--- src/rtl/core_mem_arbiter_pkg.sv ---
// Shared types and constants for the unified memory port arbiter.
// Holds the FSM encoding, the starvation counter width and its legal range.
package core_mem_arbiter_pkg;

    typedef enum logic [1:0] {
        ARB_IDLE     = 2'd0,
        ARB_IF_BUSY  = 2'd1,
        ARB_DM_BUSY  = 2'd2,
        ARB_IF_DRAIN = 2'd3
    } arb_state_t;

    localparam int STARVE_CNT_W  = 4;
    localparam int STARVE_MAX_LO = 1;
    localparam int STARVE_MAX_HI = 15;

    // Out-of-range limits are pinned to the nearest legal value so the counter
    // can always reach its saturation point.
    function automatic logic [STARVE_CNT_W-1:0] starve_limit(input int value);
        int lim;
        lim = value;
        if (lim < STARVE_MAX_LO) lim = STARVE_MAX_LO;
        if (lim > STARVE_MAX_HI) lim = STARVE_MAX_HI;
        return STARVE_CNT_W'(lim);
    endfunction

endpackage

--- src/rtl/core_arb_starve_cnt.sv ---
// Saturating count of DM grants made while a fetch is waiting.
// sat tells the arbiter to hand the next contended slot to IF.
module core_arb_starve_cnt
    import core_mem_arbiter_pkg::*;
#(
    parameter int STARVE_MAX = 4
) (
    input  logic clk,
    input  logic rst,
    input  logic inc,
    input  logic clr,
    output logic sat
);

    localparam logic [STARVE_CNT_W-1:0] LIMIT = starve_limit(STARVE_MAX);

    logic [STARVE_CNT_W-1:0] count;

    always_ff @(posedge clk or posedge rst) begin
        if (rst) begin
            count <= '0;
        end else if (clr) begin
            count <= '0;
        end else if (inc && (count != LIMIT)) begin
            count <= count + 1'b1;
        end
    end

    assign sat = (count == LIMIT);

endmodule

--- src/rtl/core_mem_arbiter.sv ---
// Shares the single memory port between instruction fetch and data access,
// one transaction at a time, DM first with a starvation guard for IF.
module core_mem_arbiter
    import core_mem_arbiter_pkg::*;
#(
    parameter int XLEN       = 32,
    parameter int ADDR_W     = 32,
    parameter int STARVE_MAX = 4
) (
    input  logic              CLK,
    input  logic              RST,
    input  logic              IF_REQ,
    input  logic [ADDR_W-1:0] IF_ADDR,
    input  logic              IF_FLUSH,
    output logic              IF_ACK,
    output logic [XLEN-1:0]   IF_RDATA,
    input  logic              DM_REQ,
    input  logic              DM_WE,
    input  logic [ADDR_W-1:0] DM_ADDR,
    input  logic [XLEN-1:0]   DM_WDATA,
    input  logic [XLEN/8-1:0] DM_WSTRB,
    output logic              DM_ACK,
    output logic [XLEN-1:0]   DM_RDATA,
    output logic              M_REQ,
    output logic              M_WE,
    output logic [ADDR_W-1:0] M_ADDR,
    output logic [XLEN-1:0]   M_WDATA,
    output logic [XLEN/8-1:0] M_WSTRB,
    input  logic              M_ACK,
    input  logic [XLEN-1:0]   M_RDATA,
    output logic              ARB_IF_STALL,
    output logic              ARB_DM_STALL
);

    arb_state_t state;

    logic idle;
    logic if_ok;
    logic grant_if;
    logic grant_dm;
    logic starve_sat;
    logic starve_inc;
    logic starve_clr;

    assign idle  = (state == ARB_IDLE);
    // A fetch being killed this cycle must not start a memory access.
    assign if_ok = IF_REQ & ~IF_FLUSH;

    assign grant_if = idle & if_ok & (~DM_REQ | starve_sat);
    assign grant_dm = idle & DM_REQ & ~grant_if;

    assign starve_inc = grant_dm & IF_REQ;
    assign starve_clr = grant_if | (idle & ~IF_REQ);

    core_arb_starve_cnt #(
        .STARVE_MAX(STARVE_MAX)
    ) u_starve_cnt (
        .clk(CLK),
        .rst(RST),
        .inc(starve_inc),
        .clr(starve_clr),
        .sat(starve_sat)
    );

    always_ff @(posedge CLK or posedge RST) begin
        if (RST) begin
            state   <= ARB_IDLE;
            M_REQ   <= 1'b0;
            M_WE    <= 1'b0;
            M_ADDR  <= '0;
            M_WDATA <= '0;
            M_WSTRB <= '0;
        end else begin
            case (state)
                ARB_IDLE: begin
                    if (grant_if) begin
                        state   <= ARB_IF_BUSY;
                        M_REQ   <= 1'b1;
                        M_WE    <= 1'b0;
                        M_ADDR  <= IF_ADDR;
                        M_WDATA <= '0;
                        M_WSTRB <= '0;
                    end else if (grant_dm) begin
                        state   <= ARB_DM_BUSY;
                        M_REQ   <= 1'b1;
                        M_WE    <= DM_WE;
                        M_ADDR  <= DM_ADDR;
                        M_WDATA <= DM_WDATA;
                        M_WSTRB <= DM_WSTRB;
                    end
                end
                ARB_IF_BUSY: begin
                    if (M_ACK) begin
                        state <= ARB_IDLE;
                        M_REQ <= 1'b0;
                    end else if (IF_FLUSH) begin
                        state <= ARB_IF_DRAIN;
                    end
                end
                ARB_DM_BUSY, ARB_IF_DRAIN: begin
                    if (M_ACK) begin
                        state <= ARB_IDLE;
                        M_REQ <= 1'b0;
                    end
                end
                default: begin
                    state <= ARB_IDLE;
                    M_REQ <= 1'b0;
                end
            endcase
        end
    end

    // A flush arriving with the ack still retires the access but hides it from IF.
    assign IF_ACK   = (state == ARB_IF_BUSY) & M_ACK & ~IF_FLUSH;
    assign DM_ACK   = (state == ARB_DM_BUSY) & M_ACK;
    assign IF_RDATA = M_RDATA;
    assign DM_RDATA = M_RDATA;

    assign ARB_IF_STALL = IF_REQ & ~IF_ACK;
    assign ARB_DM_STALL = DM_REQ & ~DM_ACK;

endmodule

--- config.mk ---
export PLATFORM = sky130hd
export DESIGN_NAME = core_mem_arbiter
export DESIGN_NICKNAME = d
export VERILOG_FILES = /design/src/rtl/core_mem_arbiter_pkg.sv /design/src/rtl/core_arb_starve_cnt.sv /design/src/rtl/core_mem_arbiter.sv
export SDC_FILE = /design/constraint.sdc
export NUM_CORES = 1
export LEC_CHECK = 0
export BUFFER_PORTS_ARGS = -buffer_cell sky130_fd_sc_hd__buf_2
export CAP_MARGIN = 15
export CELL_PAD_IN_SITES_DETAIL_PLACEMENT = 1
export CELL_PAD_IN_SITES_GLOBAL_PLACEMENT = 1
export CORE_ASPECT_RATIO = 1.25
export CORE_MARGIN = 4
export CORE_UTILIZATION = 28
export DETAILED_ROUTE_END_ITERATION = 6
export GPL_TIMING_DRIVEN = 0
export PLACE_DENSITY = 0.9
export RECOVER_POWER = 50
export SYNTH_ARGS = -nofsm -noshare
export SYNTH_HDL_FRONTEND = slang
export SYNTH_SLANG_ARGS = --single-unit
--- constraint.sdc ---
create_clock -name CLK -period 2.3 [get_ports CLK]
set_input_delay 0.115 -clock CLK [delete_from_list [all_inputs] [get_ports CLK]]
set_output_delay 0.115 -clock CLK [all_outputs]
set_load 0.01 [all_outputs]
## Word level (Yosys, flattened, before mapping)

Cells that the tools add are included.

| cells by class | value |
|---|---|
| bitwise gates (word level) | 20 |
| $add $sub $neg | 1 |
| mux-type cells | 20 |
| eq/ne operators | 9 |
| reduce and logical (&&, ||, !) cells | 9 |

Operators with widths:

| operator | count |
|---|---|
| $mux W32 | 4 |
| $mux W4 | 4 |
| $and A1 B1 Y1 | 12 |
| $mux W2 | 5 |
| $not A1 Y1 | 6 |
| $pmux W2 S3 | 1 |
| $mux W1 | 5 |
| $add A4 B1 Y4 const B | 1 |
| $eq A2 B2 Y1 const B | 2 |
| $eq A4 B3 Y1 const B | 1 |
| $ne A4 B3 Y1 const B | 1 |
| $reduce_and A2 Y1 | 2 |
| $reduce_bool A2 Y1 | 2 |
| $ne A3 B1 Y1 const B | 1 |
| $ne A3 B3 Y1 const B | 1 |
| $reduce_and A3 Y1 | 1 |
| $reduce_or A3 Y1 | 1 |
| $eq A2 B1 Y1 const B | 1 |
| $logic_not A2 Y1 | 1 |
| $ne A2 B1 Y1 const B | 1 |
| $ne A2 B2 Y1 const B | 1 |
| $or A1 B1 Y1 | 2 |
| $pmux W1 S2 | 1 |
| $reduce_or A2 Y1 | 1 |
| $logic_and A1 B1 Y1 | 1 |

| word-level totals | value |
|---|---|
| word-level logic and storage cells | 66 |
| output and inout bits | 138 |
| flip-flop bits (word level) | 76 |
| input port bits | 139 |

## Depth between registers and ports, before layout

| logic depth | value |
|---|---|
| depth after elaboration | 10 |
| mapped depth | 7 |
| mapped depth without buffers | 6 |

## By module

A second synthesis with hierarchy kept.

| unflattened totals | value |
|---|---|
| cell total of the unflattened synthesis | 304 |
| area total of the unflattened synthesis | 3,595.9 um2 |

By module, submodules not included:

| module | area an instance (um2) | sequential area each (um2) | cells each | times used |
|---|---|---|---|---|
| core_mem_arbiter | 3,358.2 | 1,801.7 | 279 | 1 |
| core_arb_starve_cnt | 237.7 | 100.1 | 25 | 1 |

## Worst setup path after synthesis

OpenSTA, ideal clock, no wires.

| timing | value |
|---|---|
| path type | register to register |
| start | register u_starve_cnt.count[0] |
| end | register M_WDATA[0] |
| clock period less this slack | 1.732 ns |
| arrival time | 1.595 ns |
| slack | 0.568 ns |
| stages on the path, launching flop included | 7 |
| required time | 2.164 ns |
| setup time | 0.136 ns |
| path buffers | 1 |
| cell sequence | dfrtp_1 inv_1 ha_1 nand3b_1 a2111oi_4 clkbuf_1 a21oi_1 |

| on the way | value |
|---|---|
| longest elaborated chain between the ends | 7 |
| elaborated cells between the ends (all ways) | 8 |
| those cells by class | eq/ne: 1; mux: 1; bitwise: 4; reduce/logical: 2 |

Ends and longest elaborated chain:

| item | RTL line | source |
|---|---|---|
| from (decl) | core_arb_starve_cnt.sv:17 | `logic [STARVE_CNT_W-1:0] count;` |
| from (signal assigned) | core_arb_starve_cnt.sv:25 | `count <= count + 1'b1;` |
| $eq A4 B3 Y1 (*) | core_arb_starve_cnt.sv:29 | `assign sat = (count == LIMIT);` |
| $or A1 B1 Y1 (*) | core_mem_arbiter.sv:49 | `assign grant_if = idle & if_ok & (~DM_REQ \| starve_sat);` |
| $and A1 B1 Y1 (*) | core_mem_arbiter.sv:49 |  |
| $not A1 Y1 | core_mem_arbiter.sv:50 | `assign grant_dm = idle & DM_REQ & ~grant_if;` |
| $and A1 B1 Y1 | core_mem_arbiter.sv:50 |  |
| $reduce_bool A2 Y1 (no source line) | -- |  |
| $reduce_and A2 Y1 (no source line) | -- |  |
| to (signal assigned) | core_mem_arbiter.sv:71 | `M_WDATA <= '0;` |
| to (signal assigned) | core_mem_arbiter.sv:81 | `M_WDATA <= '0;` |
| to (signal assigned) | core_mem_arbiter.sv:88 | `M_WDATA <= DM_WDATA;` |
| to (decl) | core_mem_arbiter.sv:27 | `output logic [XLEN-1:0] M_WDATA,` |

Mark *: on every way between the ends. The rest lies on a longest branch, timed or not.
A chain may end at the register's enable or synchronous reset.

## Worst setup path after layout

| timing | value |
|---|---|
| start | register u_starve_cnt.count[0] |
| end | register M_ADDR[8] |

| on the way | value |
|---|---|
| longest elaborated chain between the ends | 7 |
| elaborated cells between the ends (all ways) | 8 |
| those cells by class | eq/ne: 1; mux: 1; bitwise: 4; reduce/logical: 2 |

Ends and longest elaborated chain:

| item | RTL line | source |
|---|---|---|
| $eq A4 B3 Y1 (*) | core_arb_starve_cnt.sv:29 |  |
| $or A1 B1 Y1 (*) | core_mem_arbiter.sv:49 |  |
| $and A1 B1 Y1 (*) | core_mem_arbiter.sv:49 |  |
| $not A1 Y1 | core_mem_arbiter.sv:50 |  |
| $and A1 B1 Y1 | core_mem_arbiter.sv:50 |  |
| $reduce_bool A2 Y1 (no source line) | -- |  |
| $reduce_and A2 Y1 (no source line) | -- |  |
| to (signal assigned) | core_mem_arbiter.sv:70 | `M_ADDR <= '0;` |
| to (signal assigned) | core_mem_arbiter.sv:80 | `M_ADDR <= IF_ADDR;` |
| to (signal assigned) | core_mem_arbiter.sv:87 | `M_ADDR <= DM_ADDR;` |
| to (decl) | core_mem_arbiter.sv:26 | `output logic [ADDR_W-1:0] M_ADDR,` |

Marks and branches as above.

==> results.md <==
* Slew @ Worst Pin at 1320 ps
* Pre-CTS setup slack at -5.07 ps
* Port bufs at 243
* Worst-path fanout max at 10
* Required time worst endpoint at 2500 ps
* Num CTS Buffers at 9
* Max frequency at 466 MHz
* Die H at 136 um
* Max_slew headroom at 0.118
* Crit path time final at 2150 ps
* Fin. max-slew vios at 0
* Fin. Hold Viols at 0
* Setup TNS Final at 0 ps
* CTS Sinks at 76
* RSZ-0062 raised after global routing: no
* Post-Syn Area at 0.00365 mm2
* Io pins at 277
* Number of synthesized register bits at 76
* CTS HTree Levels at 3
* Final Instance Area at 0.00548 mm2
* FILL cells at 1589
* WL/cell at 17.1 um
* Critical Path, Cell by Cell: inv_1, ha_1, nand3b_1, o211a_1, clkbuf_1, a222oi_1, inv_1
* CP startpoint kind: flip-flop
* CP Data Arrival Time at 2350 ps
* Drt first-iter violations at 212
* Root buffer cell: clkbuf_16
* DR vias at 3803
* P&R area growth vs syn at 50.2%
* Avg Inst Size Synth at 9.75 um2
* Fin crit share at 0.933
* Number of synthesized flops with an enable pin at 0
* Yosys top cell area share at 0.522
* Status: complete, no violations
* Total core area at 0.0127 mm2
* Antenna-violating nets left at 0
* Overflow after GRT at 0
* First-pass GRT wire length at 20.9 mm
* GRT Overall Usage at 0.182
* DIE AREA at 0.0149 mm2
* Fin nets at 795
* Worst-Skew Late Latency at 330 ps
* Syn_nets at 515
* Main area contributors after synthesis: dfrtp_1 (52%), buf_4 (13%), a222oi_1 (8.8%)
* P per Cell Area at 920 mW/mm2
* Gate Count Post-Synth at 374
* Layout Skew at 6.59 ps
* Max-cap violation count at 0
* Initial antenna violation count at 0
* Gpl congestion at 0.738
* Residual DRC at 0
* Min Hold Slack at 15.0 ps
* Endpoints failing setup at 0
* Ys flop type: dfrtp_1
* Diode count at 0
* Yosys warnings at 0
* Dpl cell area at 0.00510 mm2
* HPWL Detailed at 10.6 mm
* Pre-antenna DRT Iters at 6
* Initial Util at 0.287
* Total Wirelength at 14.1 mm
* Most frequent CP cell: inv_1
* Hold/Removal Path Class: input port to flip-flop
* CP delay by family, top: compound AO/OA/AOI/OAI gates
* Cell type with the largest total area after synthesis: dfrtp_1
* Share of layout cells above drive strength 1 at 0.338
* Critical path type: flip-flop to flip-flop
* Pleak at 0.00281 uW
* Non-filler cells, final at 827
* Sequential cell area fraction in the yosys report at 0.522
* Largest vdd supply drop at 0.000349 V
* Vias in the first global route at 4248
* Die X at 110 um
* CTS tree: done
* Setup crit end kind: flip-flop
* Largest net degree at the start of global routing at 46
* Netlist cell types at 31
* Placed cells at 786
* Crit path largest cell delay at 400 ps
* Ys async rst share at 1.00
* Longest Clk Path Bufs at 2
* PnR worst setup slack at 155 ps
* Worst-path clk slew at 60 ps
* Row count at 46
* Via density at 4.60
* Buffers & Inverters on Critical Path at 3
* Slowest-stage cell, CP: dfrtp_1
layout by cell type, fill, tap and decap left out, types with 2 or more instances in the layout:
master	Yosys	layout
a222oi_1	32	32
nand2_1	75	75
dfrtp_1	76	76
clkbuf_16	0	9
inv_1	36	36
buf_2	9	138
a21oi_1	39	39
mux2i_1	2	2
buf_4	64	65
nor2b_1	3	3
clkbuf_1	12	125
nand4_1	2	2
clkinv_2	0	4
a21o_1	2	2
ha_1	2	2
clkbuf_2	0	2
dlygate4sd3_1	0	24
nor2_1	3	3
cell usage after synthesis (all sizes together) (2+ instances only):
master and n:
a21o 2, a21oi 39, a222oi 32, buf 74, clkbuf 12, dfrtp 76, ha 2, inv 36
mux2i 2, nand2 75, nand4 2, nor2 4, nor2b 3, o21ai 2
power by group:
part	internal (uW)	switching (uW)
sequential	1760	247
combinational	724	1010
clock	753	549
total	3240	1810
timing repair:
item                                   in CTS  in global routing
pin swaps                                   1                  1
setup endpoints to repair                   5                 31
hold buffers                               24                  0
setup buffers                               0                  1
gates resized for setup                     0                  4
endpoints found under the hold margin      54                  0
path summary, 6_finish.rpt:
kind	start	endpoint	slack, ps	cells after the start
max	u_starve_cnt.count[0]	M_ADDR[8]	150	7
min	IF_ADDR[1]	M_ADDR[1]	20	3
max reg2reg	u_starve_cnt.count[0]	M_ADDR[8]	150	7
min reg2reg	M_REQ	M_REQ	500	1
max in group asynchronous	RST	M_WDATA[6]	730	4
min in group asynchronous	RST	M_WDATA[2]	720	3
final cells by class:
| type | instances | area [um2] | share of cell area |
|---|---|---|---|
| Tap cell | 168 | 210 | 0.0384 |
| Clock inverter | 5 | 27.5 | 0.00503 |
| Multi-Input combinational cell | 176 | 1030 | 0.189 |
| Clock buffer | 11 | 243 | 0.0443 |
| Timing Repair Buffer | 269 | 1350 | 0.246 |
| Inverter | 36 | 135 | 0.0247 |
| Sequential cell | 76 | 1900 | 0.347 |
| Buffer | 86 | 577 | 0.105 |
per-layer routing:
layer / GRT usage / part of all wire
met3: 0.0472 / 0.092
met5: 0 / 0
met1: 0.186 / 0.35
met2: 0.345 / 0.54
met4: 0.0693 / 0.022
cell families after synthesis:
family | synth area share
buffers and inverters | 0.195
and+or+nand+nor | 0.102
AOI/OAI and AO/OA | 0.167
DFF | 0.522
muxes | 0.00549
adders and majority gates | 0.00686
xor gates and xnor gates | 0.00240
state kept, by name, indices dropped and copies added (netlist names):
name / cells
M_WSTRB: 4
state: 2
M_REQ: 1
M_WE: 1
u_starve_cnt.count: 4
M_WDATA: 32
M_ADDR: 32
metrics by stage:
stage	total power (uW)	utilization
3_3_place_gp	3730	0.399
4_1_cts	5190	0.441
2_1_floorplan	2960	-
5_1_grt	5390	0.431
3_5_place_dp	3830	0.401
6_report	5040	0.431
worst register-to-register path, stage by stage, from the launching register on:
cell and delay, ps:
dfrtp_1 400, inv_1 100, ha_1 150, nand3b_1 210, o211a_1 390, clkbuf_1 280
a222oi_1 400, inv_1 90
Note: power is estimated with default switching activity, not from simulation.
